[src/rtl/fifo_pkg.sv]
// Shared FIFO helpers: default widths and Gray/binary pointer conversion.
// Functions work on a 32-bit container; callers zero-extend narrower
// pointers on the way in and truncate the result on the way out.
package fifo_pkg;

    localparam int DEFAULT_ADDR_WIDTH = 6;
    localparam int DEFAULT_DATA_WIDTH = 8;

    localparam int CODE_W = 32;
    typedef logic [CODE_W-1:0] code_t;

    // Binary to reflected Gray code.
    function automatic code_t bin2gray(input code_t b);
        return b ^ (b >> 1);
    endfunction

    // Reflected Gray code back to binary (prefix XOR from the MSB down).
    function automatic code_t gray2bin(input code_t g);
        code_t b;
        b[CODE_W-1] = g[CODE_W-1];
        for (int i = CODE_W - 2; i >= 0; i--) begin
            b[i] = b[i+1] ^ g[i];
        end
        return b;
    endfunction

endpackage

[src/rtl/rr_arb2.sv]
// Two-requester round-robin arbiter. The grant is combinational; only the
// identity of the last winner is stored, and it moves only when a grant
// is actually issued.
module rr_arb2 (
    input  logic       clk,
    input  logic       rst,
    input  logic [1:0] req,
    input  logic       advance,
    output logic [1:0] gnt
);

    // 1 = requester 1 won the most recent grant, so requester 0 wins a tie.
    logic last_q;

    // Pick a winner: a lone requester wins, a tie goes to whoever did not win last.
    always_comb begin
        // NOTE: every output of a combinational block gets a default first,
        // otherwise any path that skips an assignment infers a latch.
        gnt = 2'b00;
        if (advance) begin
            case (req)
                2'b01:   gnt = 2'b01;
                2'b10:   gnt = 2'b10;
                2'b11:   gnt = last_q ? 2'b01 : 2'b10;
                default: gnt = 2'b00;
            endcase
        end
    end

    // Remember the last winner; reset favours requester 0 on the first tie.
    always_ff @(posedge clk) begin
        if (rst) begin
            last_q <= 1'b1;
        end else if (|gnt) begin
            last_q <= gnt[1];
        end
    end

endmodule

[src/rtl/wr_port_arb.sv]
// Write port of an async FIFO shared by two requesters. Arbitrates the
// writers, drives the RAM write port, and keeps the binary/Gray write
// pointer plus registered full and almost_full flags.
module wr_port_arb
    import fifo_pkg::*;
#(
    parameter int ADDR_WIDTH = DEFAULT_ADDR_WIDTH,
    parameter int DATA_WIDTH = DEFAULT_DATA_WIDTH,
    parameter int AF_MARGIN  = 4
) (
    input  logic                  clk,
    input  logic                  rst,
    input  logic [1:0]            req,
    input  logic [DATA_WIDTH-1:0] wdata0,
    input  logic [DATA_WIDTH-1:0] wdata1,
    input  logic [ADDR_WIDTH:0]   rptr_gray_s,
    output logic [1:0]            gnt,
    output logic                  mem_we,
    output logic [ADDR_WIDTH-1:0] mem_waddr,
    output logic [DATA_WIDTH-1:0] mem_wdata,
    output logic [ADDR_WIDTH:0]   wptr_gray,
    output logic                  full,
    output logic                  almost_full
);

    localparam int DEPTH = 1 << ADDR_WIDTH;

    // Pointers carry one extra wrap bit so full and empty are distinguishable.
    typedef logic [ADDR_WIDTH:0] ptr_t;

    localparam ptr_t AF_LEVEL = ptr_t'(DEPTH - AF_MARGIN);

    ptr_t wbin;
    ptr_t wbin_next;
    ptr_t wgray_next;
    ptr_t rbin;
    ptr_t full_match;
    ptr_t fill;

    // Grants are blocked while full or in reset, so nothing is queued or half-written.
    rr_arb2 u_arb (
        .clk     (clk),
        .rst     (rst),
        .req     (req),
        .advance (~full & ~rst),
        .gnt     (gnt)
    );

    assign mem_we    = |gnt;
    assign mem_waddr = wbin[ADDR_WIDTH-1:0];
    assign mem_wdata = gnt[1] ? wdata1 : wdata0;

    // Next-pointer and status arithmetic, evaluated every cycle so full
    // clears as soon as the read side moves even when nobody writes.
    always_comb begin
        wbin_next  = wbin + ptr_t'(mem_we);
        wgray_next = ptr_t'(bin2gray(code_t'(wbin_next)));
        rbin       = ptr_t'(gray2bin(code_t'(rptr_gray_s)));
        // Full when write is exactly one lap ahead: Gray code of that differs
        // from the read pointer in its top two bits only.
        full_match = {~rptr_gray_s[ADDR_WIDTH:ADDR_WIDTH-1], rptr_gray_s[ADDR_WIDTH-2:0]};
        // Modular subtraction keeps the fill count correct across pointer wrap.
        fill       = wbin_next - rbin;
    end

    // Pointer and flag registers.
    always_ff @(posedge clk) begin
        // NOTE: clocked state uses non-blocking assignments so every flop
        // samples the pre-edge values regardless of statement order.
        if (rst) begin
            wbin        <= '0;
            wptr_gray   <= '0;
            full        <= 1'b0;
            almost_full <= 1'b0;
        end else begin
            wbin        <= wbin_next;
            wptr_gray   <= wgray_next;
            full        <= (wgray_next == full_match);
            almost_full <= (fill >= AF_LEVEL);
        end
    end

endmodule

[config.mk]
export PLATFORM = sky130hd
export DESIGN_NAME = wr_port_arb
export DESIGN_NICKNAME = d
export VERILOG_FILES = /design/src/rtl/fifo_pkg.sv /design/src/rtl/rr_arb2.sv /design/src/rtl/wr_port_arb.sv
export SDC_FILE = /design/constraint.sdc
export NUM_CORES = 1
export LEC_CHECK = 0
export ABC_AREA = 1
export CAP_MARGIN = 20
export CORE_MARGIN = 2
export CORE_UTILIZATION = 45
export DETAILED_ROUTE_END_ITERATION = 10
export PLACE_DENSITY = 0.86
export SETUP_SLACK_MARGIN = 0.02
export SYNTH_ARGS = -nofsm -noshare
export SYNTH_HDL_FRONTEND = slang
export SYNTH_SLANG_ARGS = --single-unit
[constraint.sdc]
create_clock -name clk -period 7.37 [get_ports clk]
set_clock_uncertainty 0.05 [all_clocks]
set_input_delay 1.474 -clock clk [delete_from_list [all_inputs] [get_ports clk]]
set_output_delay 1.474 -clock clk [all_outputs]
set_load 0.02 [all_outputs]
==> impl_metrics.csv, run 1 <==
group,metric,value,unit
clocking,hold_buffers,0,
global_routing,grt_use_total,18.3,%
cells_and_area,drive_gt1_share,12.2,%
power_and_ir_drop,switching_power,0.0000788,W
cells_and_area,num_antenna_cells,0,
logic_synthesis,synth_area_per_cell,7.05,um2
worst_hold_path,hold_depth,2,
global_routing,grt_overflow,0,
setup_path,cp-start-kind,"primary input",
timing,rsz0062_at_grt,"false",
timing,final.period_utilization,72.1,%
floorplanning,num_rows,19,
timing,finalHoldViolations,0,
logic_synthesis,synth-async-reset-ratio,0,%
floorplanning,start_util,46.2,%
clocking,cts_buffers,3,
power_and_ir_drop,p_seq_share,37.6,%
timing,setup_violations,0,
logic_synthesis,synthFlopType,"dfxtp_1",
setup_path,worstSetupPathType,"in -> out",
route,finalWirelength,2740,um
clocking,cts_tree,"built",
logic_synthesis,ys_ff_latch,16,
route,dr.pass1.iters,4,
power_and_ir_drop,leakage,0.839,nW
logic_synthesis,synth_edf_count,0,
placement,dp_hpwl,2340,um
outcome,outcome,"completed",
timing,worst_pin_slew,0.566,ns
logic_synthesis,syn-num-nets,210,
setup_path,startpoint,"rst",
floorplanning,coreArea,2690,um2
timing,final_max_slew_viol_count,0,
global_routing,grt_pass1_vias,1139,
logic_synthesis,syn_inst,176,
power_and_ir_drop,p_clk_share,23.9,%
floorplanning,die_area,3190,um2
floorplanning,fp.dieH,56.5,um
route,vias,1211,
logic_synthesis,ys_warn_count,0,
timing,tns,0,ns
cells_and_area,fillers,227,
setup_path,endpoint_kind,"output pin",
power_and_ir_drop,pwr-share-comb,38.5,%
global_routing,grt_pass1_wl,4730,um
job,drv_cap,0,
cells_and_area,post-route-cell-area,1810,um2
clocking,postCtsSetupBuffers,0,
clocking,clkLatencyLatePin,0.29,ns
clocking,clk_path_buf_depth,2,
placement,io_buffer_count,52,
logic_synthesis,syn_area,1240,um2
setup_path,worstPathRequired,5.85,ns
clocking,path_clk_slew,0.09,ns
worst_hold_path,hold_start,"u_arb.last_q",
timing,post-route-min-period,5.31,ns
setup_path,r2r_cells,16,
route,drtIter0Drc,15,
timing,fmax,188,MHz
cells_and_area,area_delta_synth_final,45.9,%
power_and_ir_drop,vdd.ir_drop.worst,0.0835,mV
placement,place_area,1770,um2
power_and_ir_drop,switching_share,32.3,%
power_and_ir_drop,internal-power,0.000165,W
clocking,htree_levels,1,
global_routing,grt_max_degree,18,
setup_path,worst_ep_arrival_time,3.79,ns
global_routing,antenna_found_initial,0,
cells_and_area,layout_common_cells,"52 x clkdlybuf4s50_1, 48 x nand2_1, 23 x nor2_1",
worst_hold_path,hp-class,"reg -> reg",
cells_and_area,finalNetCount,264,
cells_and_area,final_common_cell,"clkdlybuf4s50_1",
clocking,postCtsResizedCells,0,
setup_path,r2r-start,"full",
logic_synthesis,synth_cell_types,31,
route,wire_per_inst,10.5,um
route,antenna_left,0,
logic_synthesis,ys_seq_area_share,25.8,%
timing,slew-limit-headroom,62.1,%
placement,gp_congestion,0.769,
clocking,ctsRootBufferMaster,"clkbuf_4",
floorplanning,die_w,56.5,um
route,viasPerCell,4.66,
clocking,cts_sinks,16,
floorplanning,pin_count,53,
route,drc,0,
setup_path,path_max_fanout,17,
power_and_ir_drop,p_per_area,135,nW/um2
-- metal layers --
metal	GRT usage (%)	wire (um)	share of wire, %
met5	0	0	0
met4	7.14	46	1.7
met3	3.00	176	6.4
met2	31.7	1270	46
met1	22.5	1250	46
-- power by group through the flow --
stage / registers (W) / logic (W) / clock network [W]
finish: 0.0000917 / 0.0000938 / 0.0000583
global route: 0.0000920 / 0.000105 / 0.0000626
CTS: 0.0000917 / 0.0000947 / 0.0000588
detailed placement: 0.0000938 / 0.0000942 / 0
global placement: 0.0000937 / 0.0000932 / 0
floorplan: 0.0000979 / 0.0000531 / 0
-- flip-flops by register name, summed over array words and instances, names as in the netlist --
| register | count |
|---|---|
| almost_full | 1 |
| full | 1 |
| u_arb.last_q | 1 |
| wbin | 6 |
| wptr_gray | 7 |
-- critical path, stage by stage --
cell and delay [ns]:
clkdlybuf4s50_1 0.83, nor2_1 0.13, nand3_1 0.32, clkinv_1 0.31
nand2_1 0.13, nand2_1 0.05, clkdlybuf4s50_1 0.53
-- through the flow --
step	power [W]	instances	worst slack, ns	utilization (%)	hold WS, ns
after detailed placement	0.000188	256	2.04	66.0	0.434
after CTS	0.000245	260	2.03	67.3	0.455
final	0.000244	260	2.06	67.3	0.451
after global placement	0.000187	256	2.11	66.0	0.430
after global routing	0.000259	260	1.79	67.3	0.475
after floorplan	0.000151	176	3.18	-	0.401
-- worst paths after layout --
path / to / slack [ns]
min: u_arb.last_q / 0.45
min reg2reg: u_arb.last_q / 0.45
max reg2reg: almost_full / 4.33
max: mem_wdata[7] / 2.06
-- cells in the mapped netlist, types with 2 or more instances --
| library cell | n | area, um2 |
|---|---|---|
| xnor2_1 | 4 | 35.0 |
| a21oi_2 | 2 | 17.5 |
| nand2_2 | 4 | 25.0 |
| nor2_1 | 23 | 86.3 |
| nand4_1 | 3 | 18.8 |
| o21ai_0 | 2 | 10.0 |
| nand3_2 | 6 | 60.1 |
| nand2_4 | 4 | 45.0 |
| xor2_1 | 9 | 78.8 |
| buf_6 | 2 | 22.5 |
| a21oi_1 | 3 | 15.0 |
| inv_1 | 19 | 71.3 |
| nand2_1 | 48 | 180 |
| dfxtp_1 | 16 | 320 |
| ha_1 | 7 | 87.6 |
| inv_2 | 2 | 7.51 |
| nand3_1 | 7 | 35.0 |
| or2_1 | 2 | 12.5 |
-- cell families after synthesis --
kind of cell	share of synthesized area, %
XOR/XNOR	10.5
AND/OR/NAND/NOR	42.0
adder cells (fa/ha/maj)	7.06
AO/OA/AOI/OAI	5.85
flip-flops	25.8
buffers and inverters	8.78
-- layout make-up --
class / count / area [um2] / area share [%]
Clock buffer: 4 / 36.3 / 2.01
Inverter: 22 / 82.6 / 4.56
Multi-Input combinational cell: 135 / 811 / 44.8
Sequential cell: 16 / 320 / 17.7
Tap cell: 31 / 38.8 / 2.14
Timing Repair Buffer: 52 / 520 / 28.8
Power figures use the tool's default switching activity.
==> run 2: changes to the inputs <==
--- a/config.mk
+++ b/config.mk
@@ -8,9 +8,9 @@
 export ABC_AREA = 1
 export CAP_MARGIN = 20
 export CORE_MARGIN = 2
-export CORE_UTILIZATION = 45
+export CORE_UTILIZATION = 38
 export DETAILED_ROUTE_END_ITERATION = 10
-export PLACE_DENSITY = 0.86
+export PLACE_DENSITY = 0.78
 export SETUP_SLACK_MARGIN = 0.02
 export SYNTH_ARGS = -nofsm -noshare
 export SYNTH_HDL_FRONTEND = slang
==> constraint.sdc (replaced) <==
create_clock -name clk -period 4.7 [get_ports clk]
set_clock_uncertainty 0.05 [all_clocks]
set_input_delay 0.94 -clock clk [delete_from_list [all_inputs] [get_ports clk]]
set_output_delay 0.94 -clock clk [all_outputs]
set_load 0.02 [all_outputs]
==> run 2 against run 1 <==
Compared with the run above: sequential power up 57%; highest routed layer unchanged; power up 58%; final area up 1.7%; largest cell class unchanged.
==> impl_metrics.csv, run 2 (synthesis results as in run 1) <==
group,metric,value,unit
route,wire_per_inst,10.3,um
clocking,cts_buffers,3,
power_and_ir_drop,internal-power,0.000260,W
floorplanning,num_rows,20,
setup_path,cp_common_cell,"nand2_1",
route,drtIter0Drc,25,
global_routing,grt_use_met3,1.89,%
cells_and_area,num_antenna_cells,0,
timing,rsz0062_at_grt,"false",
floorplanning,fp.dieH,61.1,um
timing,final.period_utilization,78.2,%
timing,tns,0,ns
route,antenna_left,0,
power_and_ir_drop,leakage,0.849,nW
placement,dp.cells,271,
cells_and_area,finalNetCount,266,
cells_and_area,largest_register_ff_count,7,
floorplanning,die_w,61.1,um
worst_hold_path,hp-class,"reg -> reg",
timing,timing.hold.ws,0.456,ns
floorplanning,coreArea,3080,um2
job,drv_cap,0,
placement,dp_hpwl,2390,um
cells_and_area,layout_common_cells,"52 x clkdlybuf4s50_1, 48 x nand2_1, 23 x nor2_1",
setup_path,cp-start-kind,"primary input",
power_and_ir_drop,switching_share,32.4,%
timing,final_max_slew_viol_count,0,
floorplanning,start_util,40.3,%
clocking,postCtsResizedCells,0,
cells_and_area,regMostFlops,"wptr_gray",
placement,io_buffer_count,52,
placement,gp_congestion,0.837,
timing,fmax,272,MHz
timing,layout_setup_ws,1.03,ns
setup_path,cp_top_family,"buffers and inverters",
route,vias,1219,
power_and_ir_drop,p_seq_share,37.4,%
clocking,ctsRootBufferMaster,"clkbuf_4",
global_routing,grt_pass1_vias,1011,
power_and_ir_drop,p_per_area,209,nW/um2
route,dr.pass1.iters,4,
global_routing,grt_max_degree,17,
global_routing,antenna_found_initial,0,
timing,setup_violations,0,
clocking,cts_tree,"built",
global_routing,grt_use_met1,23.4,%
route,viasPerCell,4.43,
setup_path,worstSetupPathType,"in -> out",
global_routing,grt_most_used_layer,"met2",
timing,slew-limit-headroom,75.9,%
global_routing,grt_overflow,0,
cells_and_area,final_common_cell,"clkdlybuf4s50_1",
cells_and_area,drive_gt1_share,13.0,%
cells_and_area,top_regs,"wptr_gray x7, wbin x6",
cells_and_area,area_delta_synth_final,48.4,%
power_and_ir_drop,pwr-share-comb,39.2,%
global_routing,grt_use_total,16.5,%
power_and_ir_drop,vdd.ir_drop.worst,0.0962,mV
setup_path,path_cells,"clkdlybuf4s50_1 -> nand2_1 -> nand3_1 -> buf_4 -> clkinv_1 -> nand2_1 -> nand2_1 -> clkdlybuf4s50_1",
setup_path,crit_slowest_cell,"clkdlybuf4s50_1",
clocking,htree_levels,1,
global_routing,grt_pass1_wl,4610,um
floorplanning,pin_count,53,
cells_and_area,stdcell_count,275,
cells_and_area,fillers,291,
placement,place_ws,0.875,ns
setup_path,slowest_delay,0.54,ns
clocking,cts_sinks,16,
setup_path,path_buf_inv,4,
floorplanning,die_area,3740,um2
clocking,hold_buffers,0,
clocking,postCtsSetupBuffers,0,
clocking,path_clk_slew,0.09,ns
power_and_ir_drop,switching_power,0.000125,W
timing,post-route-min-period,3.67,ns
clocking,clkLatencyLatePin,0.28,ns
setup_path,path_max_fanout,11,
route,finalWirelength,2840,um
timing,worst_pin_slew,0.359,ns
setup_path,worstPathRequired,3.71,ns
timing,finalHoldViolations,0,
setup_path,endpoint_kind,"output pin",
power_and_ir_drop,p_clk_share,23.5,%
clocking,clk_path_buf_depth,2,
global_routing,met2_usage,24.9,%
setup_path,worst_ep_arrival_time,2.68,ns
outcome,outcome,"completed",
route,drc,0,
## run 2: worst reg2reg max path: stages (launching register included)
cell and delay, ns:
dfxtp_1 0.36, nand2_1 0.06, nand3_1 0.07, buf_4 0.17
o21ai_0 0.14, ha_1 0.24, ha_1 0.20, nand3_1 0.13
xor2_1 0.32, ha_1 0.31, xnor2_1 0.13, nor2_1 0.10
nand2_1 0.06, nor2_1 0.10, nand3_1 0.08, nand2_1 0.07
nor2_1 0.04, nor2_1 0.07
## run 2: area by class of cell
cell class / count / area [um2] / area share [%]
clock buffers: 4 / 36.3 / 1.97
inverters: 22 / 82.6 / 4.49
multi-input cells: 135 / 811 / 44.1
flip-flops and latches: 16 / 320 / 17.4
well taps: 44 / 55.1 / 2.99
repair buffers: 54 / 536 / 29.1
## run 2: power by group through the flow
stage               sequential, W   clock, W  combinational (W)
floorplan                0.000153          0          0.0000833
global placement         0.000147          0           0.000149
detailed placement       0.000147          0           0.000151
CTS                      0.000144  0.0000925           0.000152
global route             0.000145  0.0000958           0.000168
finish                   0.000144  0.0000902           0.000151
## run 2: metrics by stage
step                power, W  utilization (%)  area, um2
finish              0.000384             59.8       1840
global route        0.000408             59.8       1840
CTS                 0.000388             59.8       1840
detailed placement  0.000298             58.6       1800
global placement    0.000296             58.6       1800
floorplan           0.000237                -       1240
## run 2: final timing paths
path	endpoint	slack [ns]	start	depth (start not counted)
worst min register to register	u_arb.last_q	0.46	u_arb.last_q	2
worst max-delay path	mem_wdata[5]	1.03	req[0]	8
worst min-delay path	u_arb.last_q	0.46	u_arb.last_q	2
worst max register to register	almost_full	1.97	u_arb.last_q	17
## run 2: layer usage
layer  share of wire, %  up-vias
met2                 44       26
met3                5.6        4
met4                1.8        0
li1                   -      661
met5                  0        -
met1                 48      528
==> run 3: changes to the inputs <==
==> constraint.sdc (replaced) <==
create_clock -name clk -period 3.02 [get_ports clk]
set_clock_uncertainty 0.05 [all_clocks]
set_input_delay 0.604 -clock clk [delete_from_list [all_inputs] [get_ports clk]]
set_output_delay 0.604 -clock clk [all_outputs]
set_load 0.02 [all_outputs]
==> run 3 against run 2 <==
Compared with the run above: clock-buffer cell count did not move; die area unchanged; clock power rose by 57%; sequential power up 56%; core utilization up 9.6 points; critical endpoint is now almost_full; largest cell class unchanged; first-iteration DRC count is 130% higher; final area increased by 16%; sequential share of layout area shrank 2.4 points; non-clock buffer count increased by 29.
==> impl_metrics.csv, run 3 (synthesis results as in run 1) <==
group,metric,value,unit
cells_and_area,top_regs,"wptr_gray x7, wbin x6",
power_and_ir_drop,power,0.000635,W
floorplanning,die_area,3740,um2
clocking,ctsRootBufferMaster,"clkbuf_4",
route,finalWirelength,3360,um
clocking,htree_levels,1,
route,antenna_left,0,
setup_path,cp_common_cell,"nor2_1",
placement,gp_congestion,0.767,
global_routing,grt_max_degree,17,
setup_path,cp-start-kind,"primary input",
setup_path,path_cells,"clkdlybuf4s50_1 -> nand2_1 -> o21ai_2 -> ha_2 -> nand4_1 -> o21ai_2 -> nand2_2 -> ha_4 -> xnor2_1 -> nor2_1 -> nand2_1 -> nor2_1 -> nand3_1 -> nand2_1 -> nor2_1 -> nor2_1",
global_routing,grt_pass1_vias,1174,
cells_and_area,final_common_cell,"nand2_1",
clocking,cts_tree,"built",
timing,final_max_slew_viol_count,0,
job,drv_cap,0,
placement,io_buffer_count,52,
global_routing,grt_overflow,0,
floorplanning,fp.dieH,61.1,um
global_routing,antenna_found_initial,0,
clocking,clkLatencyLatePin,0.28,ns
clocking,cts_buffers,3,
timing,setup_violations,0,
clocking,clk_path_buf_depth,2,
setup_path,path_max_fanout,3,
timing,slew-limit-headroom,74.4,%
clocking,path_clk_slew,0.09,ns
power_and_ir_drop,p_per_area,297,nW/um2
cells_and_area,area_delta_synth_final,72.4,%
clocking,cts_sinks,16,
global_routing,grt_pass1_wl,4970,um
setup_path,worstSetupPathType,"in -> reg",
route,vias,1377,
power_and_ir_drop,leakage,1.05,nW
outcome,outcome,"completed",
cells_and_area,finalNetCount,295,
route,viasPerCell,4.53,
floorplanning,start_util,40.3,%
timing,fmax,351,MHz
floorplanning,num_rows,20,
route,wire_per_inst,11.0,um
timing,timing.hold.ws,0.465,ns
floorplanning,coreArea,3080,um2
cells_and_area,layout_common_cells,"46 x nand2_1, 39 x clkdlybuf4s50_1, 31 x buf_4",
global_routing,grt_use_total,17.8,%
route,drtIter0Drc,57,
placement,dp_hpwl,2670,um
route,drc,0,
timing,post-route-min-period,2.85,ns
route,dr.pass1.iters,4,
cells_and_area,drive_gt1_share,27.7,%
setup_path,worstPathRequired,3.20,ns
cells_and_area,largest_register_ff_count,7,
setup_path,r2r_slack,0.51,ns
setup_path,worst_ep_arrival_time,3.03,ns
cells_and_area,regMostFlops,"wptr_gray",
setup_path,slowest_delay,0.48,ns
cells_and_area,num_antenna_cells,0,
timing,finalHoldViolations,0,
setup_path,endpoint_kind,"register",
power_and_ir_drop,vdd.ir_drop.worst,0.126,mV
floorplanning,pin_count,53,
setup_path,crit_slowest_cell,"clkdlybuf4s50_1",
floorplanning,die_w,61.1,um
timing,worst_pin_slew,0.382,ns
worst_hold_path,hp-class,"reg -> reg",
timing,final.period_utilization,94.3,%
[run 3: through the flow]
step                instance area [um2]  instances  worst slack (ns)  TNS [ns]  utilization [%]
detailed placement                 2000        296            -0.300    -0.762             65.1
global placement                   2000        296            -0.228    -0.312             65.1
finish                             2140        304             0.173         0             69.4
floorplan                          1250        176            0.0210         0                -
CTS                                2040        301            0.0226         0             66.3
global route                       2140        304           -0.0390   -0.0390             69.4
[run 3: final timing paths]
kind / from / end / depth (start not counted)
worst min register to register: u_arb.last_q / u_arb.last_q / 2
worst max register to register: full / almost_full / 16
worst min-delay path: u_arb.last_q / u_arb.last_q / 2
worst max-delay path: req[0] / almost_full / 16
[run 3: what timing repair did]
action	in CTS	in global routing
gates resized for setup	9	17
setup buffers	1	3
pin swaps	1	8
setup endpoints to repair	9	3
hold buffers	0	0
[run 3: routing by layer]
metal	global-route usage [%]	part of all wire (%)	routed length, um
met4	7.45	1.1	38
met2	30.9	50	1660
met3	3.57	7.4	248
met1	21.3	42	1410
met5	0	0	0
[run 3: area by class of cell]
| class | instances | area (um2) |
|---|---|---|
| flip-flops and latches | 16 | 320 |
| fillers | 251 | 941 |
| clock buffers | 4 | 36.3 |
| repair buffers | 83 | 756 |
| inverters | 22 | 82.6 |
| well taps | 44 | 55.1 |
| multi-input cells | 135 | 887 |
[run 3: worst max-delay path, delay by kind of cell]
kind,cells,cell delay (ns)
and+or+nand+nor,10,0.94
adders and majority gates,2,0.49
buffers and inverters,1,0.48
AOI/OAI and AO/OA,2,0.40
xor gates and xnor gates,1,0.12
[run 3: report_power, final]
| part | internal, W | switching [W] |
|---|---|---|
| Clock | 0.0000734 | 0.0000682 |
| Sequential | 0.000220 | 0.00000499 |
| Combinational | 0.000135 | 0.000134 |
| Total | 0.000429 | 0.000207 |
==> RTL edit (settings of run 3) <==
`DEFAULT_ADDR_WIDTH`: 6 -> 5.
--- a/src/rtl/fifo_pkg.sv
+++ b/src/rtl/fifo_pkg.sv
@@ -3,7 +3,7 @@
 // pointers on the way in and truncate the result on the way out.
 package fifo_pkg;
 
-    localparam int DEFAULT_ADDR_WIDTH = 6;
+    localparam int DEFAULT_ADDR_WIDTH = 5;
     localparam int DEFAULT_DATA_WIDTH = 8;
 
     localparam int CODE_W = 32;
Interface: changed (resized mem_waddr, rptr_gray_s and wptr_gray); port bits go from 53 to 50. No check against the original RTL was run, so the function may have changed too.
==> RTL edit against run 3 <==
Total power fell by 5.6%; worst setup slack got worse by 0.038 ns; global-route usage rose by 1.3 points; sequential power fell by 12%; design area fell by 10%; wire length fell by 6.5%; area after synthesis fell by 10%; sequential cell count fell by 2.
==> RTL edit: results (changes against run 3) <==
* Outcome: complete, no violations
* Reg2reg path depth at 17 (+1)
* Postcts setup bufs at 0 (-1)
* Cell Area, Placed at 1850 sq um (-7.8%)
* LEAKAGE at 1.01 nW (-3.5%)
* Worst VDD drop at 350 uV (+180%)
* Placer Congestion at 0.791 (+3.1%)
* Compound-Gate Fraction of Synth Area at 3.60% (-2.2 points)
* Top flop regs: wptr_gray (6), wbin (5)
* Layout Nets at 302 (+2.4%)
* Xor and xnor fraction of the mapped netlist area at 1.58% (-8.9 points)
* Crit path from: req[1]
* DR WL met3 at 110 um (-56%)
* Adder-Cell Fraction of Synth Area at 9.68% (+2.6 points)
* Met2 Wirelength at 1.61 mm (-3.3%)
* Tightest Pin Transition at 0.293 ns (-0.0888 ns)
* Register area share after synthesis at 25.2% (-0.61 points)
* Commonest cells post-synth: 75 x nand2_1, 20 x inv_1, 20 x nand3_1, 16 x nor2_1, 14 x dfxtp_1
* Tot GR Track Use at 19.1% (+1.3 points)
* Min Tclk post-route at 2.88 ns (+0.0382 ns)
* Dpl ws at -0.274 ns (+0.0252 ns)
* Met3 Resource Use GR at 2.90% (-0.67 points)
* Area contributors post-synth: nand2_1 25%, dfxtp_1 25%, nand3_1 9.0%
* FF-to-FF setup slack at 0.59 ns (+0.08 ns)
* Final wirelength at 3.14 mm (-6.5%)
RTL edit: cell types whose count changed after synthesis, sizes merged, moves of 2 or more:
cell   delta
nor2      -5
xnor2     -3
xor2      -9
buf       -2
nand3     +6
or2       -2
dfxtp     -2
nand2    +29
RTL edit: stage by stage:
step / setup TNS [ns] / instances / util (%)
detailed placement: -0.723 / 294 / 67.0
global route: -0.00887 / 298 / 69.6
floorplan: 0 / 188 / -
global placement: -0.493 / 294 / 67.0
CTS: 0 / 298 / 68.1
finish: 0 / 298 / 69.6
RTL edit: where the power goes:
group          internal [mW]  switching (mW)
sequential             0.194         0.00507
clock                 0.0735          0.0625
combinational          0.137           0.128
total                  0.404           0.195
RTL edit: layout make-up:
class	instances	area, sq um	area share, %
multi-input combinational	149	777	40.5
timing repair buffer	77	701	36.5
sequential	14	280	14.6
inverter	23	86.3	4.50
tap	31	38.8	2.02
clock buffer	4	36.3	1.89
